$ cat src/rtl/mem_pkg.sv
// Shared definitions for the SRAM access unit and the EX/MEM stage that drives it.
//   OP_NONE / OP_RD / OP_WR : request codes on the op port (2'b11 is reserved, acts as none)
//   WAIT_CYCLES_DEFAULT     : default extra strobe cycles (strobe width = WAIT_CYCLES+1)
//   state_t                 : access sequencer states
package mem_pkg;

    localparam logic [1:0] OP_NONE = 2'b00;
    localparam logic [1:0] OP_RD   = 2'b01;
    localparam logic [1:0] OP_WR   = 2'b10;

    localparam int unsigned WAIT_CYCLES_DEFAULT = 1;

    typedef enum logic [2:0] {
        ST_IDLE,
        ST_RD_ACCESS,
        ST_WR_SETUP,
        ST_WR_PULSE,
        ST_WR_HOLD,
        ST_DONE
    } state_t;

endpackage

$ cat src/rtl/mem_access.sv
// Asynchronous SRAM access sequencer for the pipeline MEM stage.
// Ports:
//   clk, rst              : clock, asynchronous active-high reset
//   op, addr, wdata       : request (sampled only while idle)
//   rdata                 : last completed read data (registered)
//   busy                  : combinational stall request to the pipeline
//   done                  : one-cycle completion pulse (registered)
//   ram_addr, ram_dout    : SRAM address / write data, held for the whole access
//   ram_dout_en           : data-bus drive enable (tri-state resolved at top level)
//   ram_din               : SRAM read data
//   ram_en_n/oe_n/we_n    : active-low SRAM strobes, all registered
module mem_access
    import mem_pkg::*;
#(
    parameter int unsigned WAIT_CYCLES = WAIT_CYCLES_DEFAULT
) (
    input  logic        clk,
    input  logic        rst,
    input  logic [1:0]  op,
    input  logic [15:0] addr,
    input  logic [15:0] wdata,
    output logic [15:0] rdata,
    output logic        busy,
    output logic        done,
    output logic [17:0] ram_addr,
    output logic [15:0] ram_dout,
    output logic        ram_dout_en,
    input  logic [15:0] ram_din,
    output logic        ram_en_n,
    output logic        ram_oe_n,
    output logic        ram_we_n
);

    localparam logic [2:0] WAIT_LOAD = 3'(WAIT_CYCLES);

    state_t     state;
    logic [2:0] wait_cnt;

    // Stall whenever an access is in flight, and already in the idle cycle
    // that accepts a request; the DONE cycle releases the pipeline.
    always_comb begin
        busy = 1'b0;
        if (state == ST_IDLE)
            busy = (op == OP_RD) || (op == OP_WR);
        else if (state != ST_DONE)
            busy = 1'b1;
    end

    // Strobes are set on the edge that enters a state, so every SRAM control
    // line is a flop output and reflects the state it is held in.
    always_ff @(posedge clk or posedge rst) begin
        if (rst) begin
            state       <= ST_IDLE;
            wait_cnt    <= '0;
            rdata       <= '0;
            done        <= 1'b0;
            ram_addr    <= '0;
            ram_dout    <= '0;
            ram_dout_en <= 1'b0;
            ram_en_n    <= 1'b1;
            ram_oe_n    <= 1'b1;
            ram_we_n    <= 1'b1;
        end else begin
            done <= 1'b0;
            case (state)
                ST_IDLE: begin
                    if (op == OP_RD) begin
                        state    <= ST_RD_ACCESS;
                        ram_addr <= {2'b00, addr};
                        ram_dout <= wdata;
                        wait_cnt <= WAIT_LOAD;
                        ram_en_n <= 1'b0;
                        ram_oe_n <= 1'b0;
                    end else if (op == OP_WR) begin
                        state       <= ST_WR_SETUP;
                        ram_addr    <= {2'b00, addr};
                        ram_dout    <= wdata;
                        ram_en_n    <= 1'b0;
                        ram_dout_en <= 1'b1;
                    end
                end
                ST_RD_ACCESS: begin
                    if (wait_cnt == '0) begin
                        rdata    <= ram_din;
                        ram_en_n <= 1'b1;
                        ram_oe_n <= 1'b1;
                        done     <= 1'b1;
                        state    <= ST_DONE;
                    end else begin
                        wait_cnt <= wait_cnt - 3'd1;
                    end
                end
                ST_WR_SETUP: begin
                    state    <= ST_WR_PULSE;
                    wait_cnt <= WAIT_LOAD;
                    ram_we_n <= 1'b0;
                end
                ST_WR_PULSE: begin
                    if (wait_cnt == '0) begin
                        ram_we_n <= 1'b1;
                        state    <= ST_WR_HOLD;
                    end else begin
                        wait_cnt <= wait_cnt - 3'd1;
                    end
                end
                ST_WR_HOLD: begin
                    ram_en_n    <= 1'b1;
                    ram_dout_en <= 1'b0;
                    done        <= 1'b1;
                    state       <= ST_DONE;
                end
                ST_DONE: begin
                    state <= ST_IDLE;
                end
                default: begin
                    state <= ST_IDLE;
                end
            endcase
        end
    end

endmodule

$ cat config.mk
export PLATFORM = sky130hd
export DESIGN_NAME = mem_access
export DESIGN_NICKNAME = d
export VERILOG_FILES = /design/src/rtl/mem_pkg.sv /design/src/rtl/mem_access.sv
export SDC_FILE = /design/constraint.sdc
export NUM_CORES = 1
export LEC_CHECK = 0
export BUFFER_PORTS_ARGS = -buffer_cell sky130_fd_sc_hd__buf_4
export CAP_MARGIN = 20
export CORE_AREA = 4 4 85 87
export DETAILED_ROUTE_END_ITERATION = 8
export DIE_AREA = 0 0 89 91
export PLACE_DENSITY = 0.78
export SYNTH_ARGS = -nofsm -noshare
export SYNTH_HDL_FRONTEND = slang
export SYNTH_SLANG_ARGS = --single-unit
export TNS_END_PERCENT = 50
$ cat constraint.sdc
create_clock -name clk -period 2.9 [get_ports clk]
set_input_delay 0.29 -clock clk [delete_from_list [all_inputs] [get_ports clk]]
set_output_delay 0.29 -clock clk [all_outputs]
set_load 0.01 [all_outputs]
==> results by group <==
Run status
  • Status: complete, no violations

Global route
  • Number of global-route vias before repair: 1,829
  • Met2 usage: between 20% and 30%
  • Initial antenna violation count: 0
  • Remaining global-route overflow: 0
  • Met3 track demand over resource: roughly 5%
  • Met1 layer usage reported by global route: approximately 16%
  • Wire length of the first global-routing pass: ~8.5 mm
  • GRT Total Usage: 13.5%
  • Pin count of the biggest net entering global routing: 60
  • Most Used Layer, Global Route: met2

Yosys
  • Number of flops mapped to enable cells by yosys: 0
  • Number of distinct library cells after synthesis: 32
  • Number of cells produced by synthesis: 176
  • Main flop type after synthesis: dfrtp_1
  • Asr flop ratio synth: between 90% and 100%
  • Mapped Area: 2510 um2
  • Area contributors post-synth: dfrtp_1 (56%), mux2_2 (16%), mux2_4 (6.0%)
  • Leading area contributor after synthesis: dfrtp_1
  • Share of the synthesized area in the top cell type: 55.9%
  • Share of synthesized area occupied by flip-flops and latches: approximately 60%
  • Number of flip-flops and latches in the synthesized netlist: 59
  • Post-Syn Area per Cell: between 10 and 15 um2
  • Count of synthesis-stage warnings from yosys: 0

Timing
  • Worst clock skew on the final layout: a little under 9 ps
  • Final Hold Viols: 0
  • Unrepaired setup endpoints after global routing: false
  • Final setup fails: 0
  • Slew at the pin closest to its max-slew limit: 714 ps
  • Clock period minus worst slack: about 1800 ps
  • Fraction of the cycle the final worst path needs: 63.2%
  • TNS Setup: 0 ps
  • Achievable frequency: roughly 0.55 GHz
  • Fin. max-slew vios: 0
  • Relative slew margins: 52.4%
  • Final Worst Setup Slack: 1070 ps

Clock network
  • Inserted Clock Buffers: 9
  • Total of hold buffers inserted after clock tree synthesis: 0
  • Clock latency on the worst-skew pair: 320 ps
  • H-Tree Depth: 3
  • Clock tree from TritonCTS: done
  • Clock-pin slew on the worst setup and hold paths: 60 ps
  • Clock buffer depth: 2
  • Clock root buffer: clkbuf_8
  • PostCTS Resize Cnt: 0
  • # Post-CTS Setup Buffers: 0
  • Number of clock sinks seen by CTS: 59

Setup path
  • Type of the worst setup path: reg2reg
  • CP arrival: roughly 2000 ps
  • Required time of the worst setup path: around 3100 ps
  • Largest fanout on the critical path: 32
  • Worst reg-to-reg path cell count: 3
  • Reg2Reg Setup Slack: 1070 ps
  • Start of the worst register-to-register path: state[2]
  • End of the worst register-to-register path: ram_dout[15]
  • Crit path capture type: flop
  • Startpoint Class: flop

Floorplan
  • Initial Utilization: 39.5%
  • I/O pin count: approximately 110
  • Full die area: 8100 um2
  • Die X: a little under 90 um
  • Height of the die: 91 um
  • Row count: 29
  • Placeable core region: approximately 6300 um2

Placed design
  • Standard cell area after detailed placement: approximately 3300 um2
  • HPWL reported at the end of detailed placement: 4.03 mm
  • Weighted congestion at the end of routability-driven global placement: 0.697
  • Quantity of I/O buffers inserted on ports: 105
  • DP Worst Slack: 1070 ps

Power and ir drop
  • Highest ir drop seen on vdd: 602 uV
  • Total power per unit cell area: 1130 nW/um2
  • Leakage dissipation: 1.73 nW

Drt
  • Via total after detailed routing: 1,755
  • DRT iter0 DRCs: a little over 40
  • Count of TritonRoute iterations in the first routing pass: 4
  • Antenna viol nets, final: 0
  • Routed WL per cell: 14.7 um
  • Number of vias per cell: 4.80
  • Residual DRC: 0
  • Total routed wirelength: 5.38 mm

Final layout
  • Post-Route Utilization: 55.6%
  • Area delta synth->final: 40.8%
  • Number of inserted diodes: 0
  • Filler Cells Inserted: 548
  • Total non-filler cell area in the finished layout: 3530 um2
  • Ratio of cells with drive above 1 in the final layout: 59.9%
  • Final layout net count: 341

Hold path
  • Worst min path class: in2async

Job
  • # Max-Cap Violations: 0
flip-flops by register name, summed over array words and instances (netlist names):
signal,flops
wait_cnt,3
ram_addr,16
ram_oe_n,1
rdata,16
ram_dout_en,1
ram_we_n,1
ram_dout,16
state,3
ram_en_n,1
done,1
critical path, cell delays in order, from the launching register on:
cell and delay [ps]:
dfrtp_1 610, nor4_4 290, buf_4 400, mux2_2 390
how the worst max path moves through the flow:
| stage | start | endpoint | slack, ps | depth (start not counted) |
|---|---|---|---|---|
| after floorplan | rst | done | 1160 | 1 |
| after global placement | op[0] | ram_addr[6] | 1120 | 6 |
| after detailed placement | op[0] | ram_addr[6] | 1070 | 6 |
| after CTS | state[2] | ram_dout[12] | 1050 | 3 |
| after global routing | state[2] | ram_dout[2] | 950 | 3 |
| final | state[2] | ram_dout[15] | 1070 | 3 |
synthesized netlist by cell type (all sizes together), types with 3 or more instances:
cell / n
a21oi: 5
buf: 8
dfrtp: 56
dfstp: 3
ha: 4
inv: 9
mux2: 48
nand2: 8
nand2b: 3
nor2: 6
o21ai: 6
per-stage QoR:
stage / instances / hold WS [ps] / total power [mW]
after floorplan: 177 / 425 / 2.51
after global placement: 351 / 471 / 3.24
after detailed placement: 351 / 477 / 3.31
after CTS: 366 / 172 / 4.06
after global routing: 366 / 178 / 4.26
final: 366 / 177 / 3.99
area by class of cell:
type / count / area, um2 / area share [%]
Inverter: 9 / 33.8 / 0.956
Clock buffer: 13 / 159 / 4.50
Tap cell: 77 / 96.3 / 2.73
Clock inverter: 2 / 35.0 / 0.992
Sequential cell: 59 / 1480 / 41.9
Timing Repair Buffer: 107 / 803 / 22.7
Multi-Input combinational cell: 99 / 926 / 26.2
report_power, final:
part	internal, mW	switching, mW
clock network	0.438	0.287
registers	1.25	0.296
logic	1.03	0.683
total	2.72	1.27
cells by family after synthesis:
kind of cell / count (synthesis) / share of synthesized area (%)
compound gates: 18 / 4.34
fa+ha+maj: 4 / 2.00
buf+inv: 19 / 4.24
other cells: 1 / 0.149
mux: 50 / 23.8
simple gates: 25 / 6.43
flops: 59 / 59.0
routing by layer:
layer,wire (um),share of wire (%)
met2,2490,46
met3,662,12
met1,2130,40
met4,97,1.8
met5,0,0
layout by cell type (no fill, tap or decap), drive strengths merged, types with 4 or more instances in the layout:
cell type | synthesis | routed
ha | 4 | 4
nand2 | 8 | 8
inv | 9 | 9
mux2 | 48 | 48
a21oi | 5 | 5
clkbuf | 2 | 13
buf | 8 | 107
o21ai | 6 | 6
nor2 | 6 | 6
dfrtp | 56 | 56
No activity file was read; power rests on OpenSTA's default activity.
